$ cat config.mk
export PLATFORM = sky130hd
export DESIGN_NAME = sprite_compositor
export DESIGN_NICKNAME = d
export VERILOG_FILES = /design/src/rtl/sprite_compositor_pkg.sv /design/src/rtl/sprite_compositor_palette_ram.sv /design/src/rtl/sprite_compositor.sv
export SDC_FILE = /design/constraint.sdc
export NUM_CORES = 1
export LEC_CHECK = 0
export CORE_MARGIN = 4
export CORE_UTILIZATION = 48
export CTS_BUF_LIST = sky130_fd_sc_hd__clkbuf_2 sky130_fd_sc_hd__clkbuf_4 sky130_fd_sc_hd__clkbuf_8
export CTS_CLUSTER_SIZE = 16
export DETAILED_ROUTE_END_ITERATION = 8
export PLACE_DENSITY = 0.7
export SYNTH_ARGS = -nofsm -noshare
export SYNTH_HDL_FRONTEND = slang
export SYNTH_SLANG_ARGS = --single-unit
$ cat constraint.sdc
create_clock -name clk -period 3.6 [get_ports clk]
set_input_delay 0.54 -clock clk [delete_from_list [all_inputs] [get_ports clk]]
set_output_delay 0.54 -clock clk [all_outputs]
set_load 0.01 [all_outputs]
$ cat src/rtl/sprite_compositor_pkg.sv
// Shared definitions for the sprite compositor and its palette store.
// Contents: palette width/depth constants, packed RGB type, write-buffer
// state encoding, and the default transparent colour index.
package sprite_compositor_pkg;

    // Palette entries are {R,G,B}, 8 bits per channel.
    localparam int unsigned PalDataW         = 24;
    localparam int unsigned DefaultIdxW      = 4;
    localparam int unsigned DefaultPalDepth  = 2 ** DefaultIdxW;
    localparam int unsigned DefaultTranspIdx = 0;

    typedef struct packed {
        logic [7:0] r;
        logic [7:0] g;
        logic [7:0] b;
    } rgb_t;

    // CPU palette write buffer.
    typedef enum logic {
        StEmpty   = 1'b0,
        StPending = 1'b1
    } wbuf_state_e;

endpackage

$ cat src/rtl/sprite_compositor_palette_ram.sv
// Palette register file: 2**AddrW entries of DataW bits, all reset to zero.
// One synchronous write port and one registered read port. When rd_en_i is
// low the read register loads zero, which lets the caller blank the output
// without an extra pipeline register.
//   clk_i, rst_ni     clock, asynchronous active-low reset
//   we_i/waddr_i/wdata_i  write port
//   rd_en_i/raddr_i   read request
//   rd_data_o         registered read data (entry or zero)
module sprite_compositor_palette_ram #(
    parameter int unsigned AddrW = 4,
    parameter int unsigned DataW = 24
) (
    input  logic             clk_i,
    input  logic             rst_ni,
    input  logic             we_i,
    input  logic [AddrW-1:0] waddr_i,
    input  logic [DataW-1:0] wdata_i,
    input  logic             rd_en_i,
    input  logic [AddrW-1:0] raddr_i,
    output logic [DataW-1:0] rd_data_o
);

    localparam int unsigned Depth = 2 ** AddrW;

    logic [DataW-1:0] mem_q [Depth];
    logic [DataW-1:0] mem_d [Depth];
    logic [DataW-1:0] rd_data_q, rd_data_d;

    always_comb begin
        mem_d = mem_q;
        if (we_i) begin
            mem_d[waddr_i] = wdata_i;
        end
        // Reads the pre-write contents: a write lands for the next cycle's read.
        rd_data_d = rd_en_i ? mem_q[raddr_i] : '0;
    end

    always_ff @(posedge clk_i or negedge rst_ni) begin
        if (!rst_ni) begin
            mem_q     <= '{default: '0};
            rd_data_q <= '0;
        end else begin
            mem_q     <= mem_d;
            rd_data_q <= rd_data_d;
        end
    end

    assign rd_data_o = rd_data_q;

endmodule

$ cat src/rtl/sprite_compositor.sv
// Sprite compositor: picks the highest-priority opaque sprite layer (lowest
// layer number) or the background, maps the index through a CPU-writable
// palette to 24-bit RGB, and delays the syncs to stay aligned (2 cycles).
// CPU palette writes are held in a one-entry buffer and committed only while
// h_bright is low.
// Optional feature: define COMPOSITOR_COLLISION_EN for sticky per-layer
// collision flags; otherwise collision is tied to 0 and coll_clr is ignored.
// Ports:
//   clk, reset (async, active-low)
//   h_bright, hsync_i, vsync_i       timing generator inputs
//   spr_pix, spr_drawing, bg_pix     layer indices and drawing flags
//   pal_we, pal_addr, pal_data       palette write request; pal_busy out
//   coll_clr                         collision flag clear
//   vga_r/g/b, hsync_o, vsync_o, bright_o, collision   outputs
module sprite_compositor
    import sprite_compositor_pkg::*;
#(
    parameter int unsigned NUM_SPR    = 4,
    parameter int unsigned SPR_DATAW  = 4,
    parameter int unsigned TRANSP_IDX = DefaultTranspIdx
) (
    input  logic                         clk,
    input  logic                         reset,
    input  logic                         h_bright,
    input  logic                         hsync_i,
    input  logic                         vsync_i,
    input  logic [NUM_SPR*SPR_DATAW-1:0] spr_pix,
    input  logic [NUM_SPR-1:0]           spr_drawing,
    input  logic [SPR_DATAW-1:0]         bg_pix,
    input  logic                         pal_we,
    input  logic [SPR_DATAW-1:0]         pal_addr,
    input  logic [PalDataW-1:0]          pal_data,
    output logic                         pal_busy,
    input  logic                         coll_clr,
    output logic [7:0]                   vga_r,
    output logic [7:0]                   vga_g,
    output logic [7:0]                   vga_b,
    output logic                         hsync_o,
    output logic                         vsync_o,
    output logic                         bright_o,
    output logic [NUM_SPR-1:0]           collision
);

    localparam logic [SPR_DATAW-1:0] TranspIdx = SPR_DATAW'(TRANSP_IDX);

    // Stage 1: layer select.
    logic [NUM_SPR-1:0]   opaque;
    logic [SPR_DATAW-1:0] win_idx;
    logic [SPR_DATAW-1:0] sel_idx_q, sel_idx_d;
    // Sync bundles {hsync, vsync, bright}; sync1_q[0] is the stage-1 bright.
    logic [2:0]           sync1_q, sync1_d, sync2_q, sync2_d;

    always_comb begin
        opaque  = '0;
        win_idx = bg_pix;
        // Walk from the top layer down so the lowest-numbered opaque layer wins.
        for (int k = NUM_SPR - 1; k >= 0; k--) begin
            opaque[k] = spr_drawing[k] && (spr_pix[k*SPR_DATAW +: SPR_DATAW] != TranspIdx);
            if (opaque[k]) begin
                win_idx = spr_pix[k*SPR_DATAW +: SPR_DATAW];
            end
        end
        sel_idx_d = win_idx;
        sync1_d   = {hsync_i, vsync_i, h_bright};
        sync2_d   = sync1_q;
    end

    always_ff @(posedge clk or negedge reset) begin
        if (!reset) begin
            sel_idx_q <= '0;
            sync1_q   <= '0;
            sync2_q   <= '0;
        end else begin
            sel_idx_q <= sel_idx_d;
            sync1_q   <= sync1_d;
            sync2_q   <= sync2_d;
        end
    end

    assign {hsync_o, vsync_o, bright_o} = sync2_q;

    // Palette write buffer.
    wbuf_state_e          wb_state_q, wb_state_d;
    logic [SPR_DATAW-1:0] wb_addr_q, wb_addr_d;
    logic [PalDataW-1:0]  wb_data_q, wb_data_d;
    logic                 pal_commit;

    always_comb begin
        wb_state_d = wb_state_q;
        wb_addr_d  = wb_addr_q;
        wb_data_d  = wb_data_q;
        pal_commit = 1'b0;
        unique case (wb_state_q)
            StEmpty: begin
                if (pal_we) begin
                    wb_addr_d  = pal_addr;
                    wb_data_d  = pal_data;
                    wb_state_d = StPending;
                end
            end
            StPending: begin
                // Requests arriving here are dropped; caller polls pal_busy.
                if (!h_bright) begin
                    pal_commit = 1'b1;
                    wb_state_d = StEmpty;
                end
            end
        endcase
    end

    always_ff @(posedge clk or negedge reset) begin
        if (!reset) begin
            wb_state_q <= StEmpty;
            wb_addr_q  <= '0;
            wb_data_q  <= '0;
        end else begin
            wb_state_q <= wb_state_d;
            wb_addr_q  <= wb_addr_d;
            wb_data_q  <= wb_data_d;
        end
    end

    assign pal_busy = (wb_state_q == StPending);

    // Stage 2: palette lookup, blanked to black outside active video.
    logic [PalDataW-1:0] rd_data;
    rgb_t                px;

    sprite_compositor_palette_ram #(
        .AddrW (SPR_DATAW),
        .DataW (PalDataW)
    ) u_palette_ram (
        .clk_i     (clk),
        .rst_ni    (reset),
        .we_i      (pal_commit),
        .waddr_i   (wb_addr_q),
        .wdata_i   (wb_data_q),
        .rd_en_i   (sync1_q[0]),
        .raddr_i   (sel_idx_q),
        .rd_data_o (rd_data)
    );

    assign px    = rd_data;
    assign vga_r = px.r;
    assign vga_g = px.g;
    assign vga_b = px.b;

`ifdef COMPOSITOR_COLLISION_EN
    logic [NUM_SPR-1:0] coll_q, coll_d, coll_set;

    always_comb begin
        coll_set = '0;
        // More than one opaque layer: clearing the lowest set bit leaves something.
        if (h_bright && ((opaque & (opaque - NUM_SPR'(1))) != '0)) begin
            coll_set = opaque;
        end
        // A new collision outranks a simultaneous clear.
        coll_d = (coll_clr ? '0 : coll_q) | coll_set;
    end

    always_ff @(posedge clk or negedge reset) begin
        if (!reset) begin
            coll_q <= '0;
        end else begin
            coll_q <= coll_d;
        end
    end

    assign collision = coll_q;
`else
    logic unused_coll_clr;
    assign unused_coll_clr = coll_clr;
    assign collision       = '0;
`endif

endmodule

== Yosys cells after proc, flatten, opt, wreduce, memory -nomap -nowiden ==
Index checks and enable logic that the tools add are counted.

* Bits in registers: 447
* Input port bits: 59
* Output and inout bits: 32
* Logic and storage cells: 55

* $lt $le $gt $ge: 3
* Muxes and demuxes: 16
* Bitwise logic cells: 3
* Reductions and logical operators: 10

{| class="wikitable"
|+ Operators with widths
! operator !! number
|-
| 384-bit bitwise mux || 1
|-
| 24-bit binary-select mux with 4-bit select || 1
|-
| 24-bit demux with 4-bit select || 1
|-
| 24-bit 2-to-1 mux || 4
|-
| 4-bit 2-to-1 mux || 4
|-
| 4-bit nonzero test || 4
|-
| 5-bit >= comparator (second input constant) || 2
|-
| 4-bit inverter with 5-bit output || 2
|-
| 1-bit logical AND || 5
|-
| 5-bit by 1-bit < comparator with 1-bit output (second input constant) || 1
|-
| 1-bit 2-to-1 mux || 4
|-
| 1-bit case mux with 2 select lines || 1
|-
| 2-bit AND reduction || 1
|-
| 1-bit inverter || 1
|}

== Longest topological paths before layout ==
Gate-level depths: netlist (run 1).

* Depth after elaboration: 6
* Gate-level depth with buffers: 7
* Gate-level depth less buffers: 4

== Hierarchy ==
Synthesis (run 1) repeated with hierarchy kept, for this count alone.

* Cell total of the unflattened synthesis: 1377
* Area, all modules: 19824.0 µm²

{| class="wikitable"
|+ Modules (own cells, without submodules)
! module !! times used !! cells an instance !! area each (µm²) !! seq. area each (µm²)
|-
| sprite_compositor_palette_ram || 1 || 1266 || 18207.5 || 10209.8
|-
| sprite_compositor || 1 || 111 || 1616.6 || 975.9
|}

== Least setup slack after synthesis (run 1) ==
No wires, ideal clock.

* Path kind: input port to flip-flop
* Start: input h_bright
* End: register u_palette_ram.mem_q[85] (netlist name)
* Setup time: 0.125 ns
* Arrival: 1.590 ns
* Required time: 3.475 ns
* Path slack: 1.885 ns
* Cell stages on the path: 5
* Path buffers: 2
* Path through: nor4b_4 -> and2b_1 -> buf_6 -> buf_8 -> mux2_2

* Cells in the longest elaborated chain, start to end: 2

{| class="wikitable"
|+ RTL lines
! what !! RTL line !! source
|-
| start: declaration || sprite_compositor.sv:24 || <nowiki>input logic h_bright,</nowiki>
|-
| 1-bit 2-to-1 mux || sprite_compositor.sv:103 || <nowiki>if (!h_bright) begin</nowiki>
|-
| 1-bit 2-to-1 mux || sprite_compositor.sv:93 || <nowiki>unique case (wb_state_q)</nowiki>
|-
| end signal: assignment || sprite_compositor_palette_ram.sv:43 || <nowiki>mem_q <= mem_d;</nowiki>
|-
| end: declaration || sprite_compositor_palette_ram.sv:25 || <nowiki>logic [DataW-1:0] mem_q [Depth];</nowiki>
|}

Every way passes these cells.
A chain may end at the register's enable or synchronous reset.

== Worst setup path in the final report (run 1) ==
* Start: register sel_idx_q[1]
* End: register u_palette_ram.rd_data_q[13], in the netlist u_palette_ram.rd_data_o[13]

* Cells in the longest elaborated chain, start to end: 5

{| class="wikitable"
|+ RTL lines
! what !! RTL line !! source
|-
| start: declaration || sprite_compositor.sv:49 || <nowiki>logic [SPR_DATAW-1:0] sel_idx_q, sel_idx_d;</nowiki>
|-
| start signal: assignment || sprite_compositor.sv:74 || <nowiki>sel_idx_q <= sel_idx_d;</nowiki>
|-
| 4-bit inverter with 5-bit output (not written as such) || sprite_compositor_palette_ram.sv:35 || <nowiki>rd_data_d = rd_en_i ? mem_q[raddr_i] : '0;</nowiki>
|-
| 24-bit binary-select mux with 4-bit select || sprite_compositor_palette_ram.sv:35 ||
|-
| 24-bit 2-to-1 mux (not written as such) (2 in a row) || sprite_compositor_palette_ram.sv:35 ||
|-
| 24-bit 2-to-1 mux || sprite_compositor_palette_ram.sv:35 ||
|-
| named net u_palette_ram.rd_data_d[13] || sprite_compositor_palette_ram.sv:27 || <nowiki>logic [DataW-1:0] rd_data_q, rd_data_d;</nowiki>
|-
| end signal: assignment || sprite_compositor_palette_ram.sv:44 || <nowiki>rd_data_q <= rd_data_d;</nowiki>
|-
| end: declaration || sprite_compositor_palette_ram.sv:27 ||
|}

The timed path passes the listed nets, and every way through them passes these cells. The select of a mux whose other input is x is not followed.

==> results of run 1 <==
## cell type report
class,instances,area share [%]
clock inverter,11,0.431
multi-input combinational,823,36.2
sequential,447,48.2
clock buffer,118,6.38
timing repair buffer,126,5.83
tap,539,2.91
## through the flow
step	power, mW	setup WS (ns)	instances	hold slack (ns)	util (%)
global route	18.3	1.18	2064	0.316	55.3
finish	17.3	1.27	2064	0.348	55.3
detailed placement	12.7	0.641	1934	0.337	51.5
floorplan	11.4	1.89	1383	0.244	-
global placement	12.4	0.671	1934	0.341	51.5
CTS	17.4	1.27	2064	0.308	55.3
## critical path: cells and delay by family (launching register included)
kind	cells	cell delay [ns]
buffers and inverters	2	0.64
AND/OR/NAND/NOR	2	0.63
flip-flops	1	0.53
AO/OA/AOI/OAI	2	0.27
## power groups by stage
stage / Sequential [mW] / Combinational [mW] / Clock (mW)
global placement: 8.32 / 4.09 / 0
detailed placement: 8.46 / 4.23 / 0
finish: 8.40 / 4.19 / 4.67
floorplan: 7.97 / 3.46 / 0
CTS: 8.39 / 4.24 / 4.79
global route: 8.68 / 4.61 / 5.03
## cells by family (layout without fill, tap and decap cells)
group / after synthesis / in the layout / synth area share (%)
DFF: 447 / 447 / 55.0
other: 1 / 4 / 0.0184
muxes: 588 / 588 / 33.7
AOI/OAI and AO/OA: 124 / 124 / 4.33
buffers and inverters: 113 / 255 / 3.97
and+or+nand+nor: 107 / 107 / 2.98
## cell usage in the layout, fill, tap and decap left out, drive strengths merged, types with 4 or more instances in the layout
| master | instances |
|---|---|
| nand2b | 19 |
| buf | 41 |
| clkdlybuf4s50 | 84 |
| nor2 | 6 |
| nor2b | 8 |
| o21ai | 27 |
| mux2 | 413 |
| nand2 | 39 |
| mux2i | 157 |
| nand3 | 25 |
| clkbuf | 118 |
| a22oi | 78 |
| conb | 4 |
| clkinvlp | 5 |
| mux4 | 18 |
| dfrtp | 447 |
## path summary, 6_finish.rpt
check / endpoint / slack [ns]
hold reg to reg: sync2_q[2] / 0.35
setup reg to reg: u_palette_ram.rd_data_o[13] / 1.27
max in group asynchronous: u_palette_ram.mem_q[372] / 1.98
hold / removal: sync2_q[2] / 0.35
min in group asynchronous: wb_addr_q[1] / 0.58
setup / recovery: u_palette_ram.rd_data_o[13] / 1.27
## timing repair
item / CTS / global route
hold buffers: 1 / 0
endpoints found under the hold margin: 91 / 0
setup buffers: 0 / 0
## state kept, by name (all words and copies together) (netlist names)
signal,flops
u_palette_ram.rd_data_o,24
sel_idx_q,4
pal_busy,1
u_palette_ram.mem_q,384
sync2_q,3
sync1_q,3
wb_addr_q,4
wb_data_q,24
## layer usage
metal  GRT usage (%)  up-vias  share of wire, %
met4            5.19        0               1.9
met3            4.05       71               4.2
met1            28.8     6218                45
li1                -     5230                 -
met5               0        -                 0
met2            33.9      238                49
==> run_results.csv, run 1 <==
group,metric,value,unit
floorplanning,die_h,214,microns
global_routing,antenna_found_initial,0,
power_and_ir_drop,ir_drop,417,uV
logic_synthesis,synth_enable_flop_cells,0,
clocking,clk_pin_slew_worst_paths,0.06,ns
power_and_ir_drop,switching_share,27.8,%
drt,routedWlPerCell,22.4,microns
place,place_area,21600,sq um
logic_synthesis,syn_area_per_cell,14.7,sq um
sta,setup_violations,0,
place,routabilityCongestion,0.747,
sta,slew_viol_final,0,
logic_synthesis,yosysTopAreaCell,"dfrtp_1",
logic_synthesis,async_flop_share,100,%
cells_and_area,nets,1531,
cells_and_area,syn_to_final_growth,14.1,%
clocking,clock_latency,0.62,ns
logic_synthesis,ys_ff_latch,447,
setup_path,reg2reg_from,"sel_idx_q[1]",
global_routing,grt.total_usage,20.7,%
global_routing,overflow,0,
sta,grt_setup_unrepaired,"no",
run,drv_cap,0,
clocking,cts_root_buf,"clkbuf_8",
power_and_ir_drop,combinationalPowerShare,24.3,%
power_and_ir_drop,power.leakage,10.9,nW
logic_synthesis,synth.most_common_cell,"dfrtp_1",
clocking,cts-buffers-inserted,74,
place,io_buffer_count,85,
sta,fin_skew,0.0219,ns
setup_path,cp.arrival,2.73,ns
floorplanning,initial_utilization,48.5,%
global_routing,first_global_vias,12600,
drt,drtIter0Drc,772,
setup_path,worst_setup_path_start_kind,"flop",
sta,fmax,430,MHz
logic_synthesis,synth_cell_types,45,
min_path,min_path_cells,0,
cells_and_area,drive_above_1_share,41.2,%
floorplanning,die_area,45700,sq um
sta,relSlewSlack,28.4,%
drt,vias,11800,
sta,worst-slew-pin-transition,1.07,ns
place,dp_hpwl,26.7,mm
drt,firstDrtPassIters,5,
sta,finalSetupTns,0,ns
clocking,ctsResizeCount,0,
clocking,clock_sinks,447,
cells_and_area,multi_input_area,8410,sq um
sta,hold_violations,0,
floorplanning,die_w,214,microns
logic_synthesis,yosys_warnings,0,
power_and_ir_drop,powerDensity,744,nW/um^2
cells_and_area,num_antenna_cells,0,
power_and_ir_drop,pwr-share-clk,27.1,%
sta,min_period,2.33,ns
cells_and_area,final_area,23200,sq um
sta,finalCritPeriodShare,64.7,%
min_path,min_from,"sync1_q[2]",
cells_and_area,seq_area,11200,sq um
setup_path,worstPathCellList,"buf_4, nor2b_4, buf_12, a22oi_1, nand3_1, o21ai_1",
global_routing,grt_max_degree,97,
power_and_ir_drop,power_switching,4.80,mW
logic_synthesis,netlist_instances,1380,
floorplanning,ios,91,
drt,wl,46.3,mm
setup_path,crit_slowest_cell,"nor2b_4",
drt,drtAntennaViolNets,0,
setup_path,crit_start,"sel_idx_q[1]",
setup_path,end_kind,"flop",
floorplanning,core,41900,sq um
setup_path,cp_data_required_time,4.00,ns
power_and_ir_drop,p_int,12.5,mW
setup_path,critPathMaxFanout,34,
setup_path,cpPeakStageDelay,0.54,ns
clocking,cts_tree,"yes",
logic_synthesis,netlist_area,20300,sq um
logic_synthesis,synthFlopType,"dfrtp_1",
min_path,holdCritPathClass,"reg -> reg",
cells_and_area,n_fill_cell,3418,
clocking,h-tree-depth,3,
run_status,outcome,"finished clean",
setup_path,criticalPathCategory,"reg -> reg",
floorplanning,rows,75,
drt,drt-vias-per-instance,5.70,
logic_synthesis,synth_common_cells,"447 x dfrtp_1, 352 x mux2_2, 157 x mux2i_1",
global_routing,grt_pass1_wl,73.1,mm
logic_synthesis,netlist.area_leader.share,55.0,%
power_and_ir_drop,seq_power_share,48.7,%
logic_synthesis,synthTopCellsByArea,"dfrtp_1 55%, mux2_2 19%, mux2i_1 7.7%",
clocking,clock_path_buffers,3,
setup_path,reg2regPathDepth,6,
logic_synthesis,ys_seq_area_share,55.0,%
drt,drc,0,
Note: power is estimated with default switching activity, not from simulation.
==> run 2: changes to the inputs <==
--- a/config.mk
+++ b/config.mk
@@ -10,7 +10,7 @@
 export CTS_BUF_LIST = sky130_fd_sc_hd__clkbuf_2 sky130_fd_sc_hd__clkbuf_4 sky130_fd_sc_hd__clkbuf_8
 export CTS_CLUSTER_SIZE = 16
 export DETAILED_ROUTE_END_ITERATION = 8
-export PLACE_DENSITY = 0.7
+export PLACE_DENSITY = 0.72
 export SYNTH_ARGS = -nofsm -noshare
 export SYNTH_HDL_FRONTEND = slang
 export SYNTH_SLANG_ARGS = --single-unit
==> constraint.sdc (replaced) <==
create_clock -name clk -period 2.1 [get_ports clk]
set_input_delay 0.315 -clock clk [delete_from_list [all_inputs] [get_ports clk]]
set_output_delay 0.315 -clock clk [all_outputs]
set_load 0.01 [all_outputs]
==> run_results.csv, run 2 (synthesis results as in run 1) <==
group,metric,value,unit
sta,fmax,521,MHz
cells_and_area,largest_reg_flops,384,
cells_and_area,stdcell_count,2101,
global_routing,grt_pass1_wl,73.7,mm
setup_path,cp.arrival,1.60,ns
sta,min_period,1.92,ns
floorplanning,die_h,214,microns
power_and_ir_drop,power.leakage,11.3,nW
cells_and_area,max_flop_register,"u_palette_ram.mem_q",
floorplanning,rows,75,
global_routing,grt.total_usage,20.8,%
setup_path,worstPathCellList,"clkdlybuf4s50_1",
cells_and_area,layout_common_cells,"445 x dfrtp_1, 352 x mux2_2, 157 x mux2i_1",
floorplanning,core,41900,sq um
clocking,clock_sinks,447,
place,dp_worst_setup_slack,-0.111,ns
power_and_ir_drop,powerDensity,1260,nW/um^2
cells_and_area,nets,1569,
drt,firstDrtPassIters,5,
setup_path,criticalPathCategory,"reg -> out",
global_routing,antenna_found_initial,0,
power_and_ir_drop,ir_drop,620,uV
run,drv_cap,0,
floorplanning,initial_utilization,48.5,%
cells_and_area,layout_commonest_cell,"dfrtp_1",
place,routabilityCongestion,0.778,
floorplanning,die_area,45700,sq um
min_path,holdCritPathClass,"in -> reg",
place,placedCellCount,1971,
drt,routedWlPerCell,22.1,microns
setup_path,path_buf_inv,1,
drt,wl,46.4,mm
clocking,cts-buffers-inserted,75,
place,io_buffer_count,85,
global_routing,overflow,0,
place,dp_hpwl,28.6,mm
floorplanning,die_w,214,microns
drt,drc,0,
cells_and_area,utilization,56.8,%
run_status,outcome,"finished clean",
drt,vias,12000,
setup_path,worst_setup_path_start_kind,"flop",
cells_and_area,num_antenna_cells,0,
clocking,clock_latency,0.62,ns
clocking,cts_root_buf,"clkbuf_8",
setup_path,cp_data_required_time,1.78,ns
drt,drtAntennaViolNets,0,
setup_path,cpPeakStageDelay,0.56,ns
sta,finalSetupTns,0,ns
setup_path,crit_slowest_cell,"clkdlybuf4s50_1",
setup_path,crit_family,"buffers and inverters",
global_routing,first_global_vias,12800,
cells_and_area,drive_above_1_share,42.6,%
sta,finalCritPeriodShare,91.3,%
cells_and_area,syn_to_final_growth,17.2,%
sta,hold_violations,0,
clocking,h-tree-depth,3,
drt,drt-vias-per-instance,5.69,
global_routing,grt_max_degree,83,
sta,relSlewSlack,57.8,%
setup_path,critPathMaxFanout,7,
clocking,cts_tree,"yes",
floorplanning,ios,91,
sta,slew_viol_final,0,
clocking,clk_pin_slew_worst_paths,0.06,ns
clocking,clock_path_buffers,3,
drt,drtIter0Drc,662,
sta,fin_ws,0.182,ns
sta,setup_violations,0,
sta,grt_setup_unrepaired,"no",
sta,fin_skew,0.0204,ns
cells_and_area,n_fill_cell,3340,
sta,worst-slew-pin-transition,0.634,ns
setup_path,end_kind,"output pin",
run 2: metrics by stage:
| step | cell area [sq um] | hold slack (ns) | power [mW] |
|---|---|---|---|
| final | 23800 | 0.142 | 30.0 |
| after global routing | 23800 | 0.108 | 31.8 |
| after CTS | 23800 | 0.0930 | 30.3 |
| after detailed placement | 22200 | 0.255 | 21.9 |
| after global placement | 22200 | 0.247 | 21.4 |
| after floorplan | 20300 | 0.0194 | 19.6 |
run 2: repair_timing:
action	4_1_cts	5_1_grt
hold buffers	1	0
endpoints found under the setup margin	0	1
buffers inserted	0	0
gates resized for setup	0	1
endpoints found under the hold margin	119	0
run 2: final cells by class:
class	count	area [sq um]	area share (%)
clock buffer	122	1530	6.41
clock inverter	7	87.6	0.367
multi-input combinational	823	8400	35.2
sequential	447	11200	46.9
tap	539	674	2.83
timing repair buffer	163	1960	8.21
run 2: per-layer routing:
metal	up-vias	global-route usage (%)	wire, microns
met5	-	0	0
met2	250	34.8	22900
met4	0	6.84	1240
li1	5309	-	-
met3	89	4.32	1880
met1	6305	27.5	20400
run 2: power breakdown:
| group | switching, mW | internal (mW) |
|---|---|---|
| logic | 2.64 | 4.72 |
| clock network | 3.40 | 4.82 |
| registers | 2.26 | 12.2 |
| total | 8.30 | 21.7 |
run 2: final timing paths:
kind                       cells past startpoint    startpoint  slack (ns)                       end
setup / recovery                               1      pal_busy        0.18                  pal_busy
setup reg to reg                               4  wb_addr_q[1]        0.29   u_palette_ram.mem_q[73]
hold / removal                                 1       vsync_i        0.14                sync1_q[1]
max in group asynchronous                      3         reset        1.10                  pal_busy
min in group asynchronous                      2         reset        0.20  u_palette_ram.mem_q[261]
hold reg to reg                                0    sync1_q[2]        0.35                sync2_q[2]
run 2: worst register-to-register path, delay by kind of cell (launching register included):
kind          cells  cell delay, ns
buf+inv           1            0.22
flops             1            0.44
mux               1            0.36
simple gates      2            0.66
